$ cat config.mk
export PLATFORM = sky130hd
export DESIGN_NAME = regfile_sb
export DESIGN_NICKNAME = d
export VERILOG_FILES = /design/src/rtl/regfile_sb.sv
export SDC_FILE = /design/constraint.sdc
export NUM_CORES = 1
export LEC_CHECK = 0
export ABC_AREA = 0
export CAP_MARGIN = 20
export CORE_MARGIN = 2
export CORE_UTILIZATION = 55
export DETAILED_ROUTE_END_ITERATION = 10
export GPL_TIMING_DRIVEN = 0
export PLACE_DENSITY = 0.81
export SLEW_MARGIN = 20
export SYNTH_ARGS = -nofsm -noshare
export SYNTH_HDL_FRONTEND = slang
export SYNTH_SLANG_ARGS = --single-unit
export TNS_END_PERCENT = 5
$ cat constraint.sdc
create_clock -name clk -period 2.4 [get_ports clk]
set_input_delay 0.48 -clock clk [delete_from_list [all_inputs] [get_ports clk]]
set_output_delay 0.48 -clock clk [all_outputs]
set_load 0.01 [all_outputs]
$ cat src/rtl/regfile_sb.sv
// Parametrised register file: two combinational read ports, one write port,
// register 0 hardwired to zero, optional write bypass and a busy scoreboard.
module regfile_sb #(
  parameter int WIDTH  = 32,
  parameter int NREGS  = 4,
  parameter bit BYPASS = 1'b1,
  localparam int AW    = $clog2(NREGS)
) (
  input  logic             clk,
  input  logic             rst,
  input  logic [AW-1:0]    rnum1,
  input  logic [AW-1:0]    rnum2,
  output logic [WIDTH-1:0] rdata1,
  output logic [WIDTH-1:0] rdata2,
  output logic             rbusy1,
  output logic             rbusy2,
  input  logic             write,
  input  logic [AW-1:0]    wnum,
  input  logic [WIDTH-1:0] wdata,
  input  logic             rsv,
  input  logic [AW-1:0]    rsvnum,
  output logic             rsv_ok,
  output logic [AW:0]      busy_cnt
);

  logic [WIDTH-1:0] regs_r [NREGS];
  logic [NREGS-1:0] busy_r;
  logic [NREGS-1:0] busy_nx_s;
  logic [AW:0]      busy_cnt_r;
  logic [AW:0]      cnt_nx_s;
  logic             wr_en_s;
  logic             rsv_ok_s;
  logic             rsv_set_s;
  logic             dec_s;
  logic             byp1_s;
  logic             byp2_s;

  // Gating with rst keeps the bypass from leaking write data while in reset.
  assign wr_en_s   = write & rst & (wnum != {AW{1'b0}});
  assign rsv_ok_s  = (rsvnum == {AW{1'b0}}) | ~busy_r[rsvnum];
  assign rsv_set_s = rsv & rsv_ok_s & (rsvnum != {AW{1'b0}});
  // A write only lowers the count if it clears a bit that was set; a same-index
  // accepted reserve implies that bit was clear, so set-wins needs no special case.
  assign dec_s     = wr_en_s & busy_r[wnum];
  assign byp1_s    = BYPASS & wr_en_s & (wnum == rnum1);
  assign byp2_s    = BYPASS & wr_en_s & (wnum == rnum2);

  assign rdata1   = byp1_s ? wdata : regs_r[rnum1];
  assign rdata2   = byp2_s ? wdata : regs_r[rnum2];
  assign rbusy1   = byp1_s ? 1'b0 : busy_r[rnum1];
  assign rbusy2   = byp2_s ? 1'b0 : busy_r[rnum2];
  assign rsv_ok   = rsv_ok_s;
  assign busy_cnt = busy_cnt_r;

  // Next busy vector: an accepted reserve overrides a same-index clear.
  always_comb begin
    busy_nx_s = busy_r;
    for (int i = 0; i < NREGS; i++) begin
      busy_nx_s[i] = (rsv_set_s && (rsvnum == AW'(i))) ? 1'b1 :
                     (wr_en_s && (wnum == AW'(i)))     ? 1'b0 : busy_r[i];
    end
    busy_nx_s[0] = 1'b0;
    cnt_nx_s = busy_cnt_r + {{AW{1'b0}}, rsv_set_s} - {{AW{1'b0}}, dec_s};
  end

  // Register storage; entry 0 is never written so it stays zero.
  always_ff @(posedge clk or negedge rst) begin
    if (!rst) begin
      for (int i = 0; i < NREGS; i++) begin
        regs_r[i] <= {WIDTH{1'b0}};
      end
    end else if (wr_en_s) begin
      regs_r[wnum] <= wdata;
    end
  end

  // Scoreboard state and its running population count.
  always_ff @(posedge clk or negedge rst) begin
    if (!rst) begin
      busy_r     <= {NREGS{1'b0}};
      busy_cnt_r <= {(AW+1){1'b0}};
    end else begin
      busy_r     <= busy_nx_s;
      busy_cnt_r <= cnt_nx_s;
    end
  end

endmodule

# Word level (Yosys, flattened, before mapping)
# Index checks and enable logic that the tools add are counted.
dict set report op_classes {
  n_eq_ne 8
  n_reduce_logical 13
  n_mux 27
  addsub 2
  bitwise 12
  order_cmp 8
}
# op n
set op_table {}
lappend op_table {{$mux 32} 7}
lappend op_table {{$bmux 32 s2} 2}
lappend op_table {{$bwmux 128} 1}
lappend op_table {{$demux 32 s2} 1}
lappend op_table {{$lt 2x3->1 const B} 4}
lappend op_table {{$mux 1} 12}
lappend op_table {{$reduce_bool 2->1} 5}
lappend op_table {{$ge 3x3->1 const B} 3}
lappend op_table {{$not 2->3} 3}
lappend op_table {{$bmux 1 s2} 4}
lappend op_table {{$eq 2x2->1 const B} 4}
lappend op_table {{$and 1x1->1} 7}
lappend op_table {{$logic_and 1x1->1} 7}
lappend op_table {{$eq 2x1->1 const B} 2}
lappend op_table {{$eq 2x2->1} 2}
lappend op_table {{$add 3x1->3} 1}
lappend op_table {{$lt 3x1->1 const B} 1}
lappend op_table {{$sub 3x1->3} 1}
lappend op_table {{$logic_not 2->1} 1}
lappend op_table {{$not 1->1} 1}
lappend op_table {{$or 1x1->1} 1}
dict set report word_totals {
  output_inout_bits 70
  register_bits 134
  input_bits 44
  wordCells 78
}

# Longest topological paths before layout
# Gate-level depths: netlist (run 1).
dict set report depth {
  word_depth 8
  ltp_mapped 11
  mapped_depth_nobuf 10
}

# Least setup slack after synthesis (run 1)
# Ideal clock, no wire load.
dict set report synth_timing {
  path_type {input to output}
  from {input rnum1[0]}
  to {output rdata1[11]}
  t_arrival_ns 1.830
  slack_ns 0.090
  required_time_ns 1.920
  path_buffers 2
  path_stages 4
  path_cell_list {buf_2 > buf_2 > mux4_2 > mux2_1}
}
dict set report synth_via {
  elab_chain_len 5
  elab_cells_between_ends 7
}
# item line
set synth_rtl {}
lappend synth_rtl {{start, declared} 11} ;# input logic [AW-1:0] rnum1,
lappend synth_rtl {{$not 2->3 (implied by the code)} 48} ;# assign rdata1 = byp1_s ? wdata : regs_r[rnum1];
lappend synth_rtl {{$bmux 32 s2} 48}
lappend synth_rtl {{$mux 32 (implied by the code) (2 in a row)} 48}
lappend synth_rtl {{$mux 32 (*)} 48}
lappend synth_rtl {{end, declared} 13} ;# output logic [WIDTH-1:0] rdata1,
# Every way passes the cells marked *; elsewhere a longest branch is shown, timed or not. The select of a mux whose other input is x is not followed.

# Worst setup path after layout (run 1)
dict set report layout_timing {
  from {input rnum1[1]}
  to {output rdata1[17]}
}
# Same word-level chain as after synthesis.

==> metrics.md, run 1 <==
| Metric | Value |
|---|---|
| Remaining antenna violation count | `0` |
| Multi-input gate area | `3730 um^2` |
| Vias in the first global route | `5190` |
| Placeable core area | `13100 um^2` |
| Full die area | `14200 um^2` |
| Final WS setup | `-0.0771 ns` |
| Initial antenna violation count | `0` |
| Clock Tree Root | `clkbuf_16` |
| Post-synth top area share | `0.459` |
| Sequential share of the synthesized area | `0.459` |
| Achievable Freq | `0.404 GHz` |
| Synth Register Bits | `134` |
| DRC Markers | `0` |
| Synth area leaders | `dfrtp_1 (46%), mux2_2 (23%), mux4_2 (20%)` |
| Clock skew | `0.000686 ns` |
| Worst slew margin | `0.757` |
| Largest net degree at the start of global routing | `42` |
| Die Span Y | `119 um` |
| Initial core utilization | `0.559` |
| WS Path Type | `in2out` |
| Synth cell types | `31` |
| R2R setup slack | `0.15 ns` |
| Failing checks | `negative setup slack` |
| Final core utilization | `0.739` |
| Grt total ovfl | `0` |
| Area growth, synth to finish | `32.2%` |
| Worst slew pin tran | `0.362 ns` |
| Most used DFF post-synth | `dfrtp_1` |
| CP max stage delay | `0.36 ns` |
| CTS Buf Count | `17` |
| Critical Path Sink Type | `output port` |
| Synth Instances | `472` |
| Pwr/cell area | `781 nW/um^2` |
| Register area | `3350 um^2` |
| Pre-CTS setup slack | `-1.40 ns` |
| Required time worst endpoint | `1.92 ns` |
| CTS sink cnt | `134` |
| CTS tree | `yes` |
| Total GRT Usage | `0.267` |
| Peak supply drop | `0.000529 V` |
| Detailed Route Iter0 Violations | `348` |
| First-pass GRT wire length | `28.5 mm` |
| Final hold vios | `0` |
| Synth area leader | `dfrtp_1` |
| FFs w/ async S/R, synth | `1.00` |
| Num rows | `42` |
| Finished Layout Cells | `815` |
| Placed Cells | `755` |
| Die Width | `119 um` |
| CP max stage cell | `o32ai_4` |
| Maxcap violations | `0` |
| Hold slack | `0.0174 ns` |
| Static leakage | `0.00426 uW` |
| Fill cells | `813` |
| Post-synth EDFFs | `0` |
| Vias per std cell | `6.08` |
| Critical-path cell list | `buf_12 > xor2_4 > o32ai_4 > buf_12 > clkbuf_16 > buf_6 > mux2_4 > buf_6` |
| Data arrival, critical path | `2.00 ns` |
| H-tree depth | `4` |
| Nets | `673` |
| Setup violators final | `34` |
| Tmin final | `2.48 ns` |
| Detailed Route WL | `19.1 mm` |
| Cell with the most instances after synthesis | `mux2_2` |
| Worst skew pair latency | `0.42 ns` |
| Antenna cells | `0` |
| DRT Pass-1 Iters | `4` |
| Synth cell count leaders | `mux2_2 (149), dfrtp_1 (134), mux4_2 (64), clkbuf_1 (39), buf_2 (23)` |
| Via count | `4953` |
| Final GP Congestion | `0.750` |
| RSZ-0062 raised after global routing | `yes` |
| IO Pins | `114` |
| Cell area after synthesis | `7310 um^2` |
| Final Max Tran Viols | `0` |
| Run status | `finished with violations` |
| Layout cells sized above 1 | `0.606` |
| Final Cycle Share | `1.03` |
| DP HPWL | `11.3 mm` |
| Register clock-pin slew on the reported worst setup and hold paths | `0.05 ns` |
| Net Count, Synth | `519` |
| Yosys Warn Count | `0` |
| Hold Path Class | `in2async` |
| Drt wl/cell | `23.5 um` |
| Syn Area/Cell | `15.5 um^2` |
| Crit start category | `input port` |
| Input/output buffers | `106` |
| Crit Path Max Fanout | `5` |
| Max Root-Sink Buffers | `2` |
==> cell families after synthesis <==
logic type,Yosys count,share of synthesized area
AO/OA/AOI/OAI,10,0.0120
flip-flops,134,0.459
AND/OR/NAND/NOR,22,0.0180
adder cells (fa/ha/maj),3,0.00616
buffers and inverters,71,0.0452
multiplexers,228,0.455
XOR/XNOR,4,0.00479
==> worst max-delay path, delay by kind of cell <==
| family | cells | cell delay, ns |
|---|---|---|
| compound gates | 1 | 0.36 |
| xor+xnor | 1 | 0.18 |
| buf+inv | 5 | 0.67 |
| mux | 1 | 0.29 |
==> per-stage QoR <==
step	cell area (um^2)	power, uW	TNS (ns)
after CTS	9600	7500	-7.41
after global routing	9660	7860	-2.05
after detailed placement	8620	5150	-105.31
final	9660	7550	-0.886
after global placement	8590	5020	-1417.08
after floorplan	7310	4190	0
==> state kept, by name (all words and copies together), names as in the netlist <==
register and flops:
regs_r 128, busy_cnt 3, busy_r 3
==> metal layers <==
layer  vias to the layer above  part of all wire  GRT usage  wire (um)
met3                        35             0.052     0.0565       1000
met1                      2665              0.41      0.354       7900
li1                       2088                 -          -          -
met4                         0             0.018     0.0975        350
met5                         -                 0          0          0
met2                       165              0.52      0.438       9890
==> power breakdown <==
group	total, uW	switching, uW	leakage (uW)	internal, uW
Combinational	2120	823	0.00231	1300
Clock	2430	920	0.000275	1510
Sequential	3000	329	0.00167	2670
Total	7550	2070	0.00426	5480
==> area by class of cell <==
class | instances | area share
Clock buffer | 30 | 0.0563
Tap cell | 176 | 0.0228
Sequential cell | 134 | 0.347
Multi-Input combinational cell | 267 | 0.386
Timing Repair Buffer | 136 | 0.137
Buffer | 66 | 0.0480
Clock inverter | 2 | 0.00104
Inverter | 4 | 0.00155
==> final timing paths <==
kind / endpoint / start / depth (start not counted)
max in group asynchronous: busy_r[2] / rst / 2
min in group clk: busy_r[3] / rsvnum[1] / 3
max reg2reg: busy_cnt[2] / busy_r[1] / 10
min: regs_r[118] / rst / 1
max: rdata1[17] / rnum1[1] / 8
min reg2reg: busy_cnt[2] / busy_cnt[2] / 1
==> cells in the final DEF, fill, tap and decap left out, types with 3 or more instances in the layout <==
master / synthesis / final
nand2_1: 8 / 7
clkbuf_8: 0 / 8
mux2_2: 149 / 143
mux2_1: 5 / 3
mux4_2: 64 / 64
buf_4: 0 / 14
clkbuf_16: 0 / 22
buf_2: 23 / 10
inv_1: 4 / 4
buf_12: 0 / 8
bufbuf_16: 0 / 6
mux2_4: 10 / 18
buf_8: 1 / 4
dfrtp_1: 134 / 134
clkbuf_1: 39 / 38
buf_6: 3 / 18
nand3b_1: 3 / 3
clkdlybuf4s50_1: 0 / 36
clkbuf_2: 1 / 60
a21oi_1: 3 / 3
dlygate4sd2_1: 0 / 3
==> timing repair <==
action,CTS,global route
hold buffers,1,0
pin swaps,3,5
gates cloned,7,5
buffers inserted,12,7
gates resized for setup,148,148
endpoints found under the setup margin,69,67
hold endpoints to repair,14,0
Power figures use the tool's default switching activity.
==> run 2: changes to the inputs <==
==> constraint.sdc (replaced) <==
create_clock -name clk -period 2.4 [get_ports clk]
set_input_delay 0.48 -clock clk [delete_from_list [all_inputs] [get_ports clk]]
set_output_delay 0.48 -clock clk [all_outputs]
set_load 0.05 [all_outputs]
==> run 2 against run 1 <==
Compared with the run above:
- the flow still finishes with violations (negative setup slack)
- largest power group is now combinational logic
- core utilization is 0.51 points lower
- critical path depth is 2 lower
- register-to-register slack got worse by 0.02 ns
- hold slack gained 0.0032 ns
- non-clock buffer count down 17
- via count is 3.6% lower
- first-iteration DRC count shrank 26%
- sequential power barely moved
- fmax barely moved
==> metrics.md, run 2 (synthesis results as in run 1) <==
| Metric | Value |
|---|---|
| Run status | `finished with violations (unchanged)` |
| Failing checks | `negative setup slack (unchanged)` |
| Seq pwr share | `0.348 (was 0.397)` |
| DP HPWL | `11.1 mm (was 11.3 mm)` |
| Drt wl/cell | `22.7 um (was 23.5 um)` |
| Input/output buffers | `106 (unchanged)` |
| Pwr/cell area | `894 nW/um^2 (was 781 nW/um^2)` |
| CTS sink cnt | `134 (unchanged)` |
| Peak supply drop | `0.000801 V (was 0.000529 V)` |
| Final GP Congestion | `0.767 (was 0.750)` |
| Maxcap violations | `0 (unchanged)` |
| DRC Markers | `0 (unchanged)` |
| Fill cells | `817 (was 813)` |
| Setup_tns | `-1.06 ns (was -0.886 ns)` |
| Nets | `656 (was 673)` |
| Max FFs per register | `128 (unchanged)` |
| Grt total ovfl | `0 (unchanged)` |
| Final WS setup | `-0.0764 ns (was -0.0771 ns)` |
| Remaining antenna violation count | `0 (unchanged)` |
| Most frequent cells in the layout | `mux2_2 (143), dfrtp_1 (134), mux4_2 (64), buf_6 (63), clkbuf_1 (37) (was mux2_2 (143), dfrtp_1 (134), mux4_2 (64), clkbuf_2 (60), clkbuf_1 (38))` |
| Data arrival, critical path | `2.00 ns (about the same)` |
| Via count | `4776 (was 4953)` |
| DRT Pass-1 Iters | `4 (unchanged)` |
| Antenna cells | `0 (unchanged)` |
| WS Path Type | `in2out (unchanged)` |
| Vias in the first global route | `5245 (was 5190)` |
| Crit start category | `input port (unchanged)` |
| Detailed Route WL | `18.0 mm (was 19.1 mm)` |
| RSZ-0062 raised after global routing | `yes (unchanged)` |
| Achievable Freq | `0.404 GHz (about the same)` |
| Initial core utilization | `0.559 (unchanged)` |
| Initial antenna violation count | `0 (unchanged)` |
| Clock skew | `0.00515 ns (was 0.000686 ns)` |
| Worst slew pin tran | `0.790 ns (was 0.362 ns)` |
| Full die area | `14200 um^2 (unchanged)` |
| Clock Tree Root | `clkbuf_16 (unchanged)` |
| Layout cells sized above 1 | `0.603 (was 0.606)` |
| Area growth, synth to finish | `31.3% (was 32.2%)` |
| Vias per std cell | `6.00 (was 6.08)` |
| Static leakage | `0.00415 uW (was 0.00426 uW)` |
| Max Root-Sink Buffers | `2 (unchanged)` |
| Worst skew pair latency | `0.42 ns (about the same)` |
| R2R setup slack | `0.13 ns (was 0.15 ns)` |
| Total GRT Usage | `0.266 (was 0.267)` |
| FF-to-FF End | `busy_cnt[2] (unchanged)` |
| Tmin final | `2.48 ns (about the same)` |
| IO Pins | `114 (unchanged)` |
| Largest reg by FF count | `regs_r (unchanged)` |
| Critical Path Sink Type | `output port (unchanged)` |
| Die Width | `119 um (unchanged)` |
| Final Max Tran Viols | `0 (unchanged)` |
| R2R cell count | `10 (unchanged)` |
| CTS Buf Count | `17 (unchanged)` |
| Placeable core area | `13100 um^2 (unchanged)` |
| Num rows | `42 (unchanged)` |
| Clock power share | `0.284 (was 0.322)` |
| First-pass GRT wire length | `28.2 mm (was 28.5 mm)` |
| Register clock-pin slew on the reported worst setup and hold paths | `0.06 ns (was 0.05 ns)` |
| Die Span Y | `119 um (unchanged)` |
| Largest net degree at the start of global routing | `72 (was 42)` |
| Detailed Route Iter0 Violations | `259 (was 348)` |
| Gate power share | `0.368 (was 0.281)` |
| Internal Power | `5660 uW (was 5480 uW)` |
| Sw frac | `0.341 (was 0.274)` |
| Required time worst endpoint | `1.92 ns (about the same)` |
| Final core utilization | `0.734 (was 0.739)` |
| Commonest non-fill, non-tap cell in the layout | `mux2_2 (unchanged)` |
| P_sw | `2920 uW (was 2070 uW)` |
| Final hold vios | `0 (unchanged)` |
| Hold Path Class | `in2async (unchanged)` |
| Final Cycle Share | `1.03 (about the same)` |
| Setup violators final | `44 (was 34)` |
| Crit Path Max Fanout | `9 (was 5)` |
| Worst slew margin | `0.472 (was 0.757)` |
| H-tree depth | `4 (unchanged)` |
| Launching point of the worst reg2reg path | `busy_r[3] (was busy_r[1])` |
| CTS tree | `yes (unchanged)` |
==> run 2: cell types whose count changed in the layout (fill, tap and decap cells not counted), moves of 3 or more <==
cell	change
clkbuf_8	-4
buf_6	+45
clkbuf_16	-5
mux2_4	+3
buf_4	-8
bufbuf_16	-4
clkdlybuf4s15_2	+5
buf_2	+9
clkbuf_2	-55
mux2_1	-3
==> run 2: layout make-up <==
| type | instances | area, um^2 | share of cell area |
|---|---|---|---|
| multi-input cells | 267 | 3720 | 0.388 |
| flip-flops and latches | 134 | 3350 | 0.349 |
| repair buffers | 118 | 1290 | 0.134 |
| clock buffers | 26 | 499 | 0.0520 |
| plain buffers | 67 | 455 | 0.0475 |
| well taps | 176 | 220 | 0.0229 |
| clock inverters | 4 | 45.0 | 0.00469 |
| inverters | 4 | 15.0 | 0.00156 |
==> run 2: timing repair <==
action / CTS / global route
setup endpoints to repair: 68 / 66
setup buffers: 7 / 0
gates resized for setup: 466 / 38
gates cloned: 2 / 0
pin swaps: 3 / 1
endpoints found under the hold margin: 31 / 0
hold buffers: 2 / 0
==> run 2: layer usage <==
metal / vias up / GRT usage / wire [um]
li1: 2042 / - / -
met1: 2548 / 0.331 / 7220
met2: 150 / 0.446 / 9470
met3: 36 / 0.0651 / 954
met4: 0 / 0.113 / 403
met5: - / 0 / 0
==> run 2: power by group through the flow <==
stage	registers (uW)	logic (uW)	clock network, uW
after floorplan	2990	2080	0
after global placement	2940	2940	0
after detailed placement	3000	3000	0
after CTS	2960	3100	2460
after global routing	3030	3300	2570
final	2980	3160	2440
==> run 2: worst max-delay path, cell delays in order <==
cell and delay, ns:
buf_6 0.13, nand4bb_4 0.25, o22ai_4 0.28, buf_12 0.16, mux2_2 0.35, clkdlybuf4s15_2 0.34
==> run 2: how the worst max path moves through the flow <==
stage	from	endpoint	slack, ns	depth (start not counted)
after CTS	rnum2[0]	rdata2[24]	-0.07	6
after global placement	rst	rdata2[2]	-6.12	7
after global routing	rnum2[0]	rdata2[0]	-0.11	6
after detailed placement	rst	rdata1[26]	-1.27	7
after floorplan	rnum1[0]	rdata1[11]	-0.07	4
final	rnum2[0]	rdata2[1]	-0.08	6
==> run 2: metrics by stage <==
stage | power (uW) | hold WS, ns | std cells | setup WS, ns | instance area, um^2
after CTS | 8530 | 0.0140 | 796 | -0.0702 | 9510
after global routing | 8900 | 0.0193 | 796 | -0.106 | 9600
after floorplan | 5070 | 0.184 | 472 | -0.0694 | 7310
after global placement | 5880 | 0.452 | 754 | -6.12 | 8590
after detailed placement | 5990 | 0.459 | 755 | -1.27 | 8630
final | 8580 | 0.0206 | 796 | -0.0764 | 9600
==> patch, RTL diff (settings of run 1) <==
Put a register stage on the outputs `rdata1`, `rdata2`, `rbusy1`, `rbusy2` and `rsv_ok`, without a reset. The values now appear one clock later. The other outputs are not delayed to match.
--- a/src/rtl/regfile_sb.sv
+++ b/src/rtl/regfile_sb.sv
@@ -45,11 +45,13 @@
   assign byp1_s    = BYPASS & wr_en_s & (wnum == rnum1);
   assign byp2_s    = BYPASS & wr_en_s & (wnum == rnum2);
 
-  assign rdata1   = byp1_s ? wdata : regs_r[rnum1];
-  assign rdata2   = byp2_s ? wdata : regs_r[rnum2];
-  assign rbusy1   = byp1_s ? 1'b0 : busy_r[rnum1];
-  assign rbusy2   = byp2_s ? 1'b0 : busy_r[rnum2];
-  assign rsv_ok   = rsv_ok_s;
+  always_ff @(posedge clk) begin
+    rdata1 <= byp1_s ? wdata : regs_r[rnum1];
+    rdata2 <= byp2_s ? wdata : regs_r[rnum2];
+    rbusy1 <= byp1_s ? 1'b0 : busy_r[rnum1];
+    rbusy2 <= byp2_s ? 1'b0 : busy_r[rnum2];
+    rsv_ok <= rsv_ok_s;
+  end
   assign busy_cnt = busy_cnt_r;
 
   // Next busy vector: an accepted reserve overrides a same-index clear.
Function: changed (Yosys sat finds a counterexample within 4 cycles, from zero or initial values and one cycle with rst low).
==> patch against run 1 <==
Routed wire length is 0.68% higher. Area after synthesis is 18% higher. Combinational power is 2% higher. Sequential cell count is 67 higher. Clock power is 41% higher. Via count is 4.4% higher. Worst setup slack better by 0.14 ns. Final area is 13% higher. Die area is 17% higher. Power is 33% higher. Fmax is 6.0% higher. Critical path type is now in2reg.
==> patch: results (changes against run 1) <==
delay-heaviest family, CP=adder cells; multi-input gate count=265 (-0.75%); Clock Skews=0.0133 ns (+0.0126 ns); met1 usage=32.2% (-3.2 points); Distinct cells, synth=34 (+9.7%); Cells after Synth=539 (+14%); CP Launch Point=rst; GRT Util Overall=24.1% (-2.6 points); Pint=7.55 mW (+38%); worst-path cell with the longest stage delay=fa_2; global-route wire length before repair=30500 µm (+7.0%); initial drt markers=264 (-24%); area grow syn2layout=27.5%; reg-to-reg startpoint=busy_r[3]; postcts setup bufs=3 (-9); Post-synth ARST share=66.7% (-33 points); Clk pwr share=34.2% (+2.0 points); Slew HR=48.2% (-27 points); fraction of area in registers=42.9% (+8.2 points); drt pass-1 iters=6 (+2); Critical Path AT=2.75 ns (+0.75 ns); Reg2Reg Setup Slack=0.19 ns (+0.04 ns); met3 Use GR=4.53% (-1.1 points); crit path max fanout=10 (+5); top layer in use=met5; Critical Path End Type=register; number of cells upsized or downsized after cts=6 (-96%); Synth top area share=39.0% (-6.9 points); combinational cell power=2.16 mW (+2%); static leakage power=4.61 nW (+8.3%); Fillers=1004 (+23%); antenna violations before repair=1 (+1); status=complete, no violations; DP Worst Slack=-1.48 ns (-0.0767 ns); PnR worst setup slack=0.0640 ns (+0.141 ns); Post-synth top cells=mux2_2, dfrtp_1, dfxtp_1; Reg area=4690 µm² (+40%); # nets final=728 (+8.2%); RD Place Congestion=0.800 (+6.6%); deepest clock path buffer count=3 (+1); Max rail drop VDD=0.648 mV (+23%); Inverters=7 (+3); nonclk buf count=184 (-8.9%); met2 Usage GRT=40.8% (-3.0 points); H-tree levels=1 (-3); Worst-Skew Late Latency=0.51 ns (+0.09 ns); Layout clock area frac=6.88% (+1.1 points); met1 wire length=7880 µm (-0.30%); ranking of synthesized cells by area=dfrtp_1, mux2_2, mux4_2; Vias=5173 (+4.4%); post-synthesis sequential area ratio=54.6% (+8.7 points)
## patch: changes by cell type after synthesis, moves of 2 or more
cell and delta:
mux2_1 +7, clkbuf_1 -3, nand3b_1 -2, mux2_4 -10
inv_1 +3, mux2_2 +2, dfxtp_1 +67, buf_1 +2
## patch: kinds of logic (layout without fill, tap and decap cells)
kind of cell | Yosys count | count (layout) | synth area share, %
AO/OA/AOI/OAI | 11 | 11 | 1.12
XOR/XNOR | 4 | 4 | 0.408
adder cells (fa/ha/maj) | 3 | 3 | 0.524
buffers and inverters | 73 | 231 | 3.81
flip-flops | 201 | 201 | 54.6
multiplexers | 227 | 227 | 38.1
AND/OR/NAND/NOR | 20 | 20 | 1.38
## patch: worst min-delay path by stage
stage | to | slack, ns | cells after the start
after floorplan | busy_cnt[0] | 0.18 | 0
after global placement | regs_r[117] | 0.45 | 1
after detailed placement | regs_r[106] | 0.46 | 1
after CTS | regs_r[87] | 0.04 | 2
after global routing | regs_r[119] | 0.05 | 2
final | regs_r[125] | 0.04 | 2
